`src/rtl/switch_debouncer_if.sv`:
```
// Switch-conditioning bus between board pins and the debouncer.
// The debouncer takes the slave side; the pin/test driver takes the master side.
interface switch_debouncer_if #(
    parameter int WIDTH = 8
);
    logic [WIDTH-1:0] sw_raw;
    logic [WIDTH-1:0] sw_stable;
    logic             changed;
    logic [WIDTH-1:0] change_mask;
    logic             settled;

    modport master (
        output sw_raw,
        input  sw_stable,
        input  changed,
        input  change_mask,
        input  settled
    );

    modport slave (
        input  sw_raw,
        output sw_stable,
        output changed,
        output change_mask,
        output settled
    );
endinterface

```
`src/rtl/switch_debouncer.sv`:
```
// Per-switch 2-flop synchronizer plus hold-time debounce; emits a clean vector,
// a one-cycle change strobe with flip mask, and a settled indication.
module switch_debouncer #(
    parameter int WIDTH           = 8,
    parameter int DEBOUNCE_CYCLES = 1000000,
    parameter int CNT_W           = 20
) (
    input  logic               clk,
    input  logic               reset_n,
    switch_debouncer_if.slave  sw_if
);
    localparam logic [CNT_W-1:0] CNT_LAST = CNT_W'(DEBOUNCE_CYCLES - 1);
    localparam logic [CNT_W-1:0] CNT_ONE  = CNT_W'(1);

    logic [WIDTH-1:0]            sync1_q, sync1_d;
    logic [WIDTH-1:0]            sync2_q, sync2_d;
    logic [WIDTH-1:0]            stable_q, stable_d;
    logic [WIDTH-1:0][CNT_W-1:0] cnt_q, cnt_d;
    logic                        changed_q, changed_d;
    logic [WIDTH-1:0]            change_mask_q, change_mask_d;
    logic [WIDTH-1:0]            flip_s;

    // Next-state: synchronizer shift, per-bit qualification counters, strobe/mask
    always_comb begin
        sync1_d  = sw_if.sw_raw;
        sync2_d  = sync1_q;
        stable_d = stable_q;
        cnt_d    = cnt_q;
        flip_s   = '0;
        for (int i = 0; i < WIDTH; i++) begin
            if (sync2_q[i] == stable_q[i]) begin
                // Any return to the accepted level restarts the attempt
                cnt_d[i] = '0;
            end else if (cnt_q[i] == CNT_LAST) begin
                flip_s[i]   = 1'b1;
                stable_d[i] = sync2_q[i];
                cnt_d[i]    = '0;
            end else begin
                cnt_d[i] = cnt_q[i] + CNT_ONE;
            end
        end
        changed_d     = |flip_s;
        change_mask_d = flip_s;
    end

    // State registers with synchronous active-low reset
    always_ff @(posedge clk) begin
        if (!reset_n) begin
            sync1_q       <= '0;
            sync2_q       <= '0;
            stable_q      <= '0;
            cnt_q         <= '0;
            changed_q     <= 1'b0;
            change_mask_q <= '0;
        end else begin
            sync1_q       <= sync1_d;
            sync2_q       <= sync2_d;
            stable_q      <= stable_d;
            cnt_q         <= cnt_d;
            changed_q     <= changed_d;
            change_mask_q <= change_mask_d;
        end
    end

    assign sw_if.sw_stable   = stable_q;
    assign sw_if.changed     = changed_q;
    assign sw_if.change_mask = change_mask_q;
    assign sw_if.settled     = &(~(sync2_q ^ stable_q));
endmodule

```
`src/flat_wrapper.sv`:
```
// flat-port wrapper written by rule: the top's interface ports become plain ports
module switch_debouncer_flat 
#(
    parameter int WIDTH           = 8,
    parameter int DEBOUNCE_CYCLES = 1000000,
    parameter int CNT_W           = 20
)
  (clk, reset_n, sw_if_sw_raw, sw_if_sw_stable, sw_if_changed, sw_if_change_mask, sw_if_settled);
  switch_debouncer_if #(.WIDTH(WIDTH)) sw_if_i ();
  input  logic clk;
  input  logic reset_n;
  input wire logic [$bits(sw_if_i.sw_raw)-1:0] sw_if_sw_raw;
  output wire logic [$bits(sw_if_i.sw_stable)-1:0] sw_if_sw_stable;
  output wire logic [$bits(sw_if_i.changed)-1:0] sw_if_changed;
  output wire logic [$bits(sw_if_i.change_mask)-1:0] sw_if_change_mask;
  output wire logic [$bits(sw_if_i.settled)-1:0] sw_if_settled;
  assign sw_if_i.sw_raw = sw_if_sw_raw;
  assign sw_if_sw_stable = sw_if_i.sw_stable;
  assign sw_if_changed = sw_if_i.changed;
  assign sw_if_change_mask = sw_if_i.change_mask;
  assign sw_if_settled = sw_if_i.settled;
  switch_debouncer #(.WIDTH(WIDTH), .DEBOUNCE_CYCLES(DEBOUNCE_CYCLES), .CNT_W(CNT_W)) u_core (.clk(clk), .reset_n(reset_n), .sw_if(sw_if_i));
endmodule
```
`config.mk`:
```
export PLATFORM = sky130hd
export DESIGN_NAME = switch_debouncer_flat
export DESIGN_NICKNAME = d
export VERILOG_FILES = /design/src/rtl/switch_debouncer_if.sv /design/src/rtl/switch_debouncer.sv /design/src/flat_wrapper.sv
export SDC_FILE = /design/constraint.sdc
export NUM_CORES = 1
export LEC_CHECK = 0
export BUFFER_PORTS_ARGS = -buffer_cell sky130_fd_sc_hd__buf_2
export CAP_MARGIN = 40
export CORE_UTILIZATION = 66
export DETAILED_ROUTE_END_ITERATION = 6
export GPL_ROUTABILITY_DRIVEN = 0
export PLACE_DENSITY_LB_ADDON = 0.3
export SETUP_SLACK_MARGIN = 0.3
export SLEW_MARGIN = 20
export SYNTH_ARGS = -nofsm -noshare
export SYNTH_HDL_FRONTEND = slang
export SYNTH_SLANG_ARGS = --single-unit
```
`constraint.sdc`:
```
create_clock -name clk -period 3.52 [get_ports clk]
set_input_delay 0.528 -clock clk [delete_from_list [all_inputs] [get_ports clk]]
set_output_delay 0.528 -clock clk [all_outputs]
set_load 0.03 [all_outputs]
```
==> results of run 1 <==
[registers in the layout (all words and copies together) (netlist names)]
| name | cells |
|---|---|
| u_core.cnt_q | 160 |
| u_core.sw_if.changed | 1 |
| u_core.sync1_q | 8 |
| u_core.sw_if.change_mask | 8 |
| u_core.sw_if.sw_stable | 8 |
| u_core.sync2_q | 8 |
[cells by family after synthesis]
kind of cell	share of synthesized area [%]
AO/OA/AOI/OAI	9.930
AND/OR/NAND/NOR	30.06
XOR/XNOR	9.900
flip-flops	45.97
buffers and inverters	2.948
adder cells (fa/ha/maj)	1.191
[power by group]
group	total, µW	internal [µW]	switching (µW)
clock network	1870	1060	803
logic	56.1	18.4	37.7
registers	2200	2190	6.19
total	4120	3280	847
[cells in the mapped netlist, types with 28 or more instances]
master,count
xor2_1,67
or3_1,34
dfxtp_1,193
o31ai_1,28
or4_1,33
nand2_1,54
xnor2_1,28
o21ai_0,37
and2_1,32
nor2_1,109
a21oi_1,65
nand4_1,44
nand3_1,63
[per-stage QoR]
step                      hold slack (ns)  cell area (µm²)  setup slack (ns)
after CTS                          0.2918             9228             1.186
after detailed placement           0.4199             8648             1.199
after global routing               0.2931             9228             1.018
after floorplan                    0.4119             8404             1.587
final                              0.3005             9228             1.160
after global placement             0.4135             8648             1.262
[cell type report]
class / count / area share [%]
timing repair buffer: 33 / 1.953
tap: 168 / 2.278
inverter: 27 / 1.098
clock inverter: 13 / 1.478
sequential: 193 / 41.87
multi-input combinational: 702 / 46.52
clock buffer: 19 / 4.800
[path summary, 6_finish.rpt]
kind                            slack [ns]                end  depth (start not counted)                      start
worst max register to register        1.18   u_core.cnt_q[27]                          4           u_core.cnt_q[35]
worst min-delay path                  0.30  u_core.sync1_q[5]                          2            sw_if_sw_raw[5]
worst max-delay path                  1.16      sw_if_settled                          4  u_core.sw_if.sw_stable[4]
worst min register to register        0.44  u_core.sync2_q[0]                          1          u_core.sync1_q[0]
[layer usage]
| metal | part of all wire, % | wire length (µm) | vias to the layer above |
|---|---|---|---|
| met4 | 1.4 | 221 | 0 |
| met1 | 47 | 7717 | 3198 |
| li1 | - | - | 3459 |
| met2 | 47 | 7748 | 139 |
| met3 | 4.1 | 673 | 27 |
| met5 | 0 | 0 | - |
==> results.json, run 1 <==
{
  "die_y_um": 114.8,
  "use_met3_pct": 6.220,
  "hold_viol": 0,
  "initial_utilization_pct": 68.82,
  "cts_hold_buf": 0,
  "yosysSeqAreaShare_pct": 45.97,
  "max_cap_viol_count": 0,
  "crit_path_end_kind": "output pin",
  "startpoint_type": "register",
  "period_minus_slack_ns": 2.360,
  "drt_iter0_markers": 505,
  "dieArea_um2": 13190,
  "worstPathRequired_ns": 2.99,
  "drt-wirelength-per-cell_um": 14.17,
  "crit_chain": "xor2_1, nor4_1, and4_1, buf_2",
  "irDropWorstVdd_uv": 420.8,
  "clk_latency_ns": 0.43,
  "status": "complete, no violations",
  "num_rows": 40,
  "synth_top_area_share_pct": 45.97,
  "worstMarginPinSlew_ns": 0.6175,
  "drv_slew": 0,
  "synthDistinctLibCells": 49,
  "yosys_warnings": 0,
  "grt_pass1_wl_um": 27320,
  "rsz0062_at_grt": "no",
  "min_path_type": "input pin to register",
  "final_cell_mix": "dfxtp_1 (193), nor2_1 (109), xor2_1 (67)",
  "final_cell_count_no_fill": 1155,
  "syn_area_per_cell_um2": 8.782,
  "cp_top_family": "simple AND/OR/NAND/NOR gates",
  "total_power_uw": 4123,
  "synth_nets": 975,
  "io_pins": 28,
  "ant_nets": 0,
  "dieWidth_um": 114.8,
  "cts_root_buf": "clkbuf_16",
  "dp_cells": 1123,
  "grt_pass1_vias": 6083,
  "finalClockSkew_ns": 0.006997,
  "cp.arrival_ns": 1.83,
  "met1_usage_pct": 32.94,
  "finalWirelength_um": 16360,
  "critPathBufInv": 1,
  "grt.overflow.total": 0,
  "final_common_cell": "dfxtp_1",
  "antenna_found_initial": 0,
  "critPathMaxStageDelay_ns": 0.37,
  "drcViolationCount": 0,
  "fill_cells": 913,
  "clock_path_buffers": 2,
  "grt_max_degree": 26,
  "cp_max_fo": 3,
  "dp_hpwl_um": 10620,
  "async_flop_share_pct": 0,
  "final_nets": 992,
  "groute.usage.overall_pct": 25.90,
  "synth_edf_count": 0,
  "drive_gt1_share_pct": 7.599,
  "critPathSlowestCell": "nor4_1",
  "setup-tns-final_ns": 0,
  "finalCritPeriodShare_pct": 67.04,
  "ys.flop_type": "dfxtp_1",
  "syn_area_um2": 8404,
  "diodes": 0,
  "syn_inst": 957,
  "p_leak_uw": 0.002920,
  "use_met2_pct": 42.65,
  "cts_tree": "yes",
  "cts_setup_buffers": 0,
  "vias": 6823,
  "critical_path_class": "register to output pin",
  "finalSetupViolations": 0,
  "fin_util_pct": 75.56,
  "first_pass_iters": 5,
  "fp.coreArea_um2": 12210,
  "regArea_um2": 3864,
  "powerDensity_nw_per_um2": 446.8,
  "grt.busiest_layer": "met2",
  "avgViaCountPerCell": 5.907,
  "cts-htree-levels": 4,
  "cts_sinks": 193,
  "ys_ff_latch": 193,
  "ctsResizeCount": 0,
  "path_clk_slew_ns": 0.06,
  "multi_input_area_um2": 4293,
  "synth_top_cell_by_area": "dfxtp_1",
  "synth.top_cells.by_area": "dfxtp_1 (46%), xor2_1 (7.0%), nor2_1 (4.9%), a21oi_1 (3.9%), nand3_1 (3.8%)",
  "portBuffers": 27,
  "syn2layout_area_growth_pct": 9.796,
  "maxSlewHeadroom_pct": 58.83,
  "fmax_mhz": 423.8,
  "cts_made_buffers": 17
}
Power figures use the tool's default switching activity.
==> run 2: changes to the inputs <==
--- a/config.mk
+++ b/config.mk
@@ -7,7 +7,7 @@
 export LEC_CHECK = 0
 export BUFFER_PORTS_ARGS = -buffer_cell sky130_fd_sc_hd__buf_2
 export CAP_MARGIN = 40
-export CORE_UTILIZATION = 66
+export CORE_UTILIZATION = 56
 export DETAILED_ROUTE_END_ITERATION = 6
 export GPL_ROUTABILITY_DRIVEN = 0
 export PLACE_DENSITY_LB_ADDON = 0.3
==> constraint.sdc (replaced) <==
create_clock -name clk -period 2 [get_ports clk]
set_input_delay 0.3 -clock clk [delete_from_list [all_inputs] [get_ports clk]]
set_output_delay 0.3 -clock clk [all_outputs]
set_load 0.03 [all_outputs]
==> run 2 against run 1 <==
  * The flow now finishes with violations (design-rule violations)
  * Power rose by 77%
  * Register-to-register slack got worse by 1.2 ns
  * Utilization fell by 2.4 points
  * Global-route usage fell by 1.6 points
  * Cell area rose by 16%
  * Clock skew fell by 0.0019 ns
  * Clock power rose by 74%
  * Die area rose by 18%
  * Wire length rose by 20%
  * Final cell count rose by 7.4%
  * Critical path type is now register to register
  * Highest routed layer unchanged
==> results.json, run 2 (synthesis results as in run 1) <==
{
  "groute.usage.overall_pct": 24.27,
  "reg2reg_depth": 5,
  "reg2reg_from": "u_core.cnt_q[131]",
  "drv_slew": 0,
  "p_sw_uw": 1578,
  "grt_pass1_vias": 6847,
  "dpl-instance-area_um2": 9155,
  "cts_tree": "yes",
  "hold_start": "sw_if_sw_raw[3]",
  "grt.overflow.total": 0,
  "largest-register": "u_core.cnt_q",
  "io_pins": 28,
  "min_path_cells": 2,
  "antenna_found_initial": 0,
  "crit_path_end_kind": "register",
  "p_sw_share_pct": 21.61,
  "grt.busiest_layer": "met2",
  "grt_max_degree": 21,
  "p_leak_uw": 0.003397,
  "power.clock.fraction_pct": 44.6,
  "die_y_um": 124.5,
  "drt_iter0_markers": 413,
  "p_int_uw": 5723,
  "initial_utilization_pct": 57.61,
  "use_met3_pct": 5.326,
  "finalClockSkew_ns": 0.005142,
  "ant_nets": 0,
  "min_path_type": "input pin to register",
  "cts_hold_buf": 0,
  "finalSetupViolations": 0,
  "finalCritPeriodShare_pct": 99.55,
  "cts-htree-levels": 4,
  "clk_latency_ns": 0.43,
  "drt-wirelength-per-cell_um": 15.76,
  "r2r_setup_slack_ns": 0.009,
  "grt_pass1_wl_um": 31240,
  "portBuffers": 27,
  "status": "finished with violations",
  "num_rows": 44,
  "cts_made_buffers": 17,
  "fmax_mhz": 502.3,
  "largest_reg_flops": 160,
  "drcViolationCount": 2,
  "hold_viol": 0,
  "finalWirelength_um": 19560,
  "period_minus_slack_ns": 1.991,
  "cp_max_fo": 10,
  "critPathBufInv": 1,
  "crit_chain": "or4bb_1, or4_4, o21ai_4, clkbuf_16, nor2_1",
  "final_nets": 1062,
  "diodes": 0,
  "worstPathRequired_ns": 2.32,
  "dieWidth_um": 124.5,
  "holdWs_ns": 0.08079,
  "violations": "design-rule violations",
  "dieArea_um2": 15500,
  "final_common_cell": "dfxtp_1",
  "critPathSlowestCell": "or4_4",
  "worstMarginPinSlew_ns": 0.5060,
  "irDropWorstVdd_uv": 608.8,
  "vias": 7230,
  "post-place-ws_ns": 0.04240,
  "fin_util_pct": 73.18,
  "fp.coreArea_um2": 14590,
  "reg2reg_to": "u_core.cnt_q[129]",
  "critPathMaxStageDelay_ns": 0.57,
  "use_met2_pct": 41.34,
  "setup_ws_ns": 0.009079,
  "path_clk_slew_ns": 0.07,
  "holdPathEnd": "u_core.sync1_q[3]",
  "final_cell_mix": "dfxtp_1 (155), xor2_1 (64), nor2_1 (64)",
  "fin_area_um2": 10680,
  "drive_gt1_share_pct": 28.48,
  "cp.arrival_ns": 2.31,
  "maxSlewHeadroom_pct": 65.98,
  "clock_path_buffers": 2,
  "combPwrFrac_pct": 2.4,
  "setup-tns-final_ns": 0,
  "seq_power_share_pct": 53.0,
  "cts_sinks": 193,
  "critical_path_class": "register to register",
  "first_pass_iters": 7,
  "cts_root_buf": "clkbuf_16",
  "max_cap_viol_count": 0,
  "avgViaCountPerCell": 5.826,
  "rsz0062_at_grt": "yes",
  "syn2layout_area_growth_pct": 27.04,
  "powerDensity_nw_per_um2": 683.8,
  "dp_hpwl_um": 11740,
  "met1_usage_pct": 30.09,
  "cp_top_family": "simple AND/OR/NAND/NOR gates",
  "startpoint_type": "register"
}
## run 2: worst max path at each step
| stage | start | to | cells after the start |
|---|---|---|---|
| final | u_core.cnt_q[131] | u_core.cnt_q[129] | 5 |
| after detailed placement | u_core.cnt_q[73] | u_core.cnt_q[66] | 5 |
| after global routing | u_core.cnt_q[131] | u_core.cnt_q[139] | 5 |
| after CTS | u_core.sw_if.sw_stable[3] | sw_if_settled | 4 |
| after floorplan | u_core.cnt_q[147] | u_core.cnt_q[150] | 5 |
| after global placement | u_core.cnt_q[73] | u_core.cnt_q[66] | 5 |
## run 2: per-stage QoR
step	instances	total power, µW
final	1241	7300
after CTS	1228	7341
after detailed placement	1177	4076
after floorplan	957	4031
after global routing	1241	7526
after global placement	1177	4074
## run 2: routing by layer
metal	wire, µm	vias to the layer above
met3	659	19
met4	259	0
met5	0	-
met1	8730	3466
met2	9908	136
li1	-	3609
## run 2: power by group through the flow
stage          Clock [µW]  Combinational, µW  Sequential (µW)
6_report             3250                175             3870
3_5_place_dp            0                117             3960
5_1_grt              3470                188             3870
2_1_floorplan           0               73.5             3960
3_3_place_gp            0                115             3960
4_1_cts              3320                149             3870
## run 2: area by class of cell
cell class | instances | area [µm²]
inverters | 27 | 101.3
fillers | 1043 | 3913
well taps | 184 | 230.2
clock inverters | 12 | 106.4
repair buffers | 103 | 918.4
flip-flops and latches | 193 | 3919
clock buffers | 20 | 456.7
multi-input cells | 702 | 4945
## run 2: what timing repair did
action,4_1_cts,5_1_grt
pin swaps,20,30
gates resized for setup,65,116
gates cloned,7,3
buffers inserted,12,10
endpoints found under the setup margin,139,174
==> run 3: changes to the inputs <==
--- a/config.mk
+++ b/config.mk
@@ -7,7 +7,10 @@
 export LEC_CHECK = 0
 export BUFFER_PORTS_ARGS = -buffer_cell sky130_fd_sc_hd__buf_2
 export CAP_MARGIN = 40
-export CORE_UTILIZATION = 56
+export CELL_PAD_IN_SITES_DETAIL_PLACEMENT = 0
+export CELL_PAD_IN_SITES_GLOBAL_PLACEMENT = 1
+export CORE_MARGIN = 2
+export CORE_UTILIZATION = 43
 export DETAILED_ROUTE_END_ITERATION = 6
 export GPL_ROUTABILITY_DRIVEN = 0
 export PLACE_DENSITY_LB_ADDON = 0.3
==> run 3 against run 2 <==
  * The run ends with negative setup slack left
  * Clock power up 8.9%
  * Clock skew up 0.0071 ns
  * Worst hold slack better by 0.0015 ns
  * Sequential power about the same
  * Cell area up 3.9%
  * Via count down 1.9%
  * Power up 4.1%
  * Maximum frequency down 2.5%
  * Critical endpoint is now u_core.cnt_q[157]
  * Largest cell class unchanged
  * Largest power group unchanged
==> results.json, run 3 (synthesis results as in run 1) <==
{
  "status": "finished with violations",
  "violations": "negative setup slack",
  "grt_pass1_wl_um": 31880,
  "crit_path_end_kind": "register",
  "drv_slew": 0,
  "drt_iter0_markers": 286,
  "fin_area_um2": 11090,
  "setup_ws_ns": -0.04114,
  "finalCritPeriodShare_pct": 102.1,
  "path_clk_slew_ns": 0.07,
  "dp_cells": 1273,
  "cp_max_fo": 5,
  "irDropWorstVdd_uv": 536.7,
  "maxSlewHeadroom_pct": 67.16,
  "portBuffers": 27,
  "cts_tree": "yes",
  "fmax_mhz": 489.9,
  "critical_path_class": "register to register",
  "final_cell_count_no_fill": 1342,
  "dpl-instance-area_um2": 9356,
  "largest_reg_flops": 160,
  "drt-wirelength-per-cell_um": 14.36,
  "worstMarginPinSlew_ns": 0.4891,
  "startpoint_type": "register",
  "setup-tns-final_ns": -0.5431,
  "cts_made_buffers": 17,
  "cp.arrival_ns": 2.34,
  "fill_cells": 1714,
  "final_nets": 1085,
  "powerDensity_nw_per_um2": 684.8,
  "initial_utilization_pct": 43.47,
  "cts_sinks": 193,
  "final_cell_mix": "dfxtp_1 (154), xor2_1 (64), nor2_1 (64), buf_4 (64), nand3_1 (57)",
  "largest-register": "u_core.cnt_q",
  "diodes": 0,
  "max_cap_viol_count": 0,
  "grt_pass1_vias": 6736,
  "r2r_setup_slack_ns": -0.04,
  "min_path_cells": 2,
  "rsz0062_at_grt": "yes",
  "grt.overflow.total": 0,
  "syn2layout_area_growth_pct": 31.99,
  "period_minus_slack_ns": 2.041,
  "drive_gt1_share_pct": 31.20,
  "dp_hpwl_um": 12410,
  "cts-htree-levels": 4,
  "fp.coreArea_um2": 19330,
  "min_path_type": "input pin to register",
  "finalClockSkew_ns": 0.01228,
  "p_leak_uw": 0.003592,
  "reg2reg_from": "u_core.cnt_q[149]",
  "vias": 7095,
  "finalWirelength_um": 19280,
  "final_common_cell": "dfxtp_1",
  "worstPathRequired_ns": 2.30,
  "cts_hold_buf": 0,
  "groute.usage.overall_pct": 18.97,
  "post-place-ws_ns": 0.03251,
  "hold_viol": 0,
  "finalSetupViolations": 22,
  "avgViaCountPerCell": 5.287,
  "dieArea_um2": 20680,
  "num_rows": 51,
  "antenna_found_initial": 0,
  "clk_latency_ns": 0.43,
  "grt_max_degree": 21,
  "cts_root_buf": "clkbuf_16",
  "holdPathEnd": "u_core.sync1_q[6]",
  "die_y_um": 143.8,
  "drcViolationCount": 0,
  "reg2reg_to": "u_core.cnt_q[157]",
  "hold_start": "sw_if_sw_raw[6]",
  "ant_nets": 0,
  "first_pass_iters": 4,
  "io_pins": 28,
  "reg2reg_depth": 6,
  "clock_path_buffers": 2,
  "dieWidth_um": 143.8
}
==> run 3: cell count changes in the layout (fill, tap and decap cells not counted), sizes merged <==
cell	change
inv	-3
clkinvlp	-2
bufinv	+3
buf	+22
==> run 3: cell type report <==
type	count	area (µm²)	share of cell area (%)
Clock buffer	19	442.9	3.993
Clock inverter	10	162.7	1.466
Inverter	27	101.3	0.9136
Multi-Input combinational cell	702	4984	44.92
Sequential cell	193	3920	35.34
Tap cell	265	331.6	2.989
Timing Repair Buffer	126	1151	10.38
==> run 3: routing by layer <==
metal / part of all wire, % / track usage (%) / up-vias / wire (µm)
li1: - / - / 3645 / -
met1: 50 / 25.98 / 3358 / 9608
met2: 46 / 30.55 / 75 / 8957
met3: 2.3 / 3.632 / 17 / 449
met4: 1.3 / 5.418 / 0 / 260
met5: 0 / 0 / - / 0
==> run 3: power breakdown <==
group | internal (µW) | switching, µW | leakage [µW]
Combinational | 87.6 | 97.4 | 0.00172
Sequential | 3860 | 12.1 | 0.00158
Clock | 2110 | 1440 | 0.000291
==> run 3: worst max path at each step <==
stage,slack (ns),to,startpoint,cells past startpoint
4_1_cts,-0.04,sw_if_settled,u_core.sw_if.sw_stable[0],4
3_3_place_gp,0.04,u_core.cnt_q[70],u_core.cnt_q[73],5
5_1_grt,-0.08,sw_if_settled,u_core.sw_if.sw_stable[4],4
3_5_place_dp,0.03,u_core.cnt_q[69],u_core.cnt_q[73],5
6_report,-0.04,u_core.cnt_q[157],u_core.cnt_q[149],6
2_1_floorplan,0.08,u_core.cnt_q[150],u_core.cnt_q[147],5
==> run 3: through the flow <==
stage / power, µW / hold slack (ns) / util, %
2_1_floorplan: 4031 / 0.3976 / -
3_3_place_gp: 4079 / 0.4059 / 48.39
3_5_place_dp: 4080 / 0.4182 / 48.39
4_1_cts: 7683 / 0.06061 / 54.91
5_1_grt: 7863 / 0.07017 / 57.37
6_report: 7596 / 0.08224 / 57.37
==> run 3: critical path: stages, from the launching register on <==
cell and delay (ns):
dfxtp_1 0.37, or4b_4 0.48, or4_4 0.56, o21bai_4 0.23, buf_6 0.14, buf_12 0.11
a21oi_2 0.03
==> run 3: repair_timing <==
| item | 4_1_cts | 5_1_grt |
|---|---|---|
| endpoints found under the setup margin | 139 | 170 |
| gates resized for setup | 104 | 106 |
| setup buffers | 20 | 7 |
| pin swaps | 25 | 25 |
| cloned | 8 | 5 |
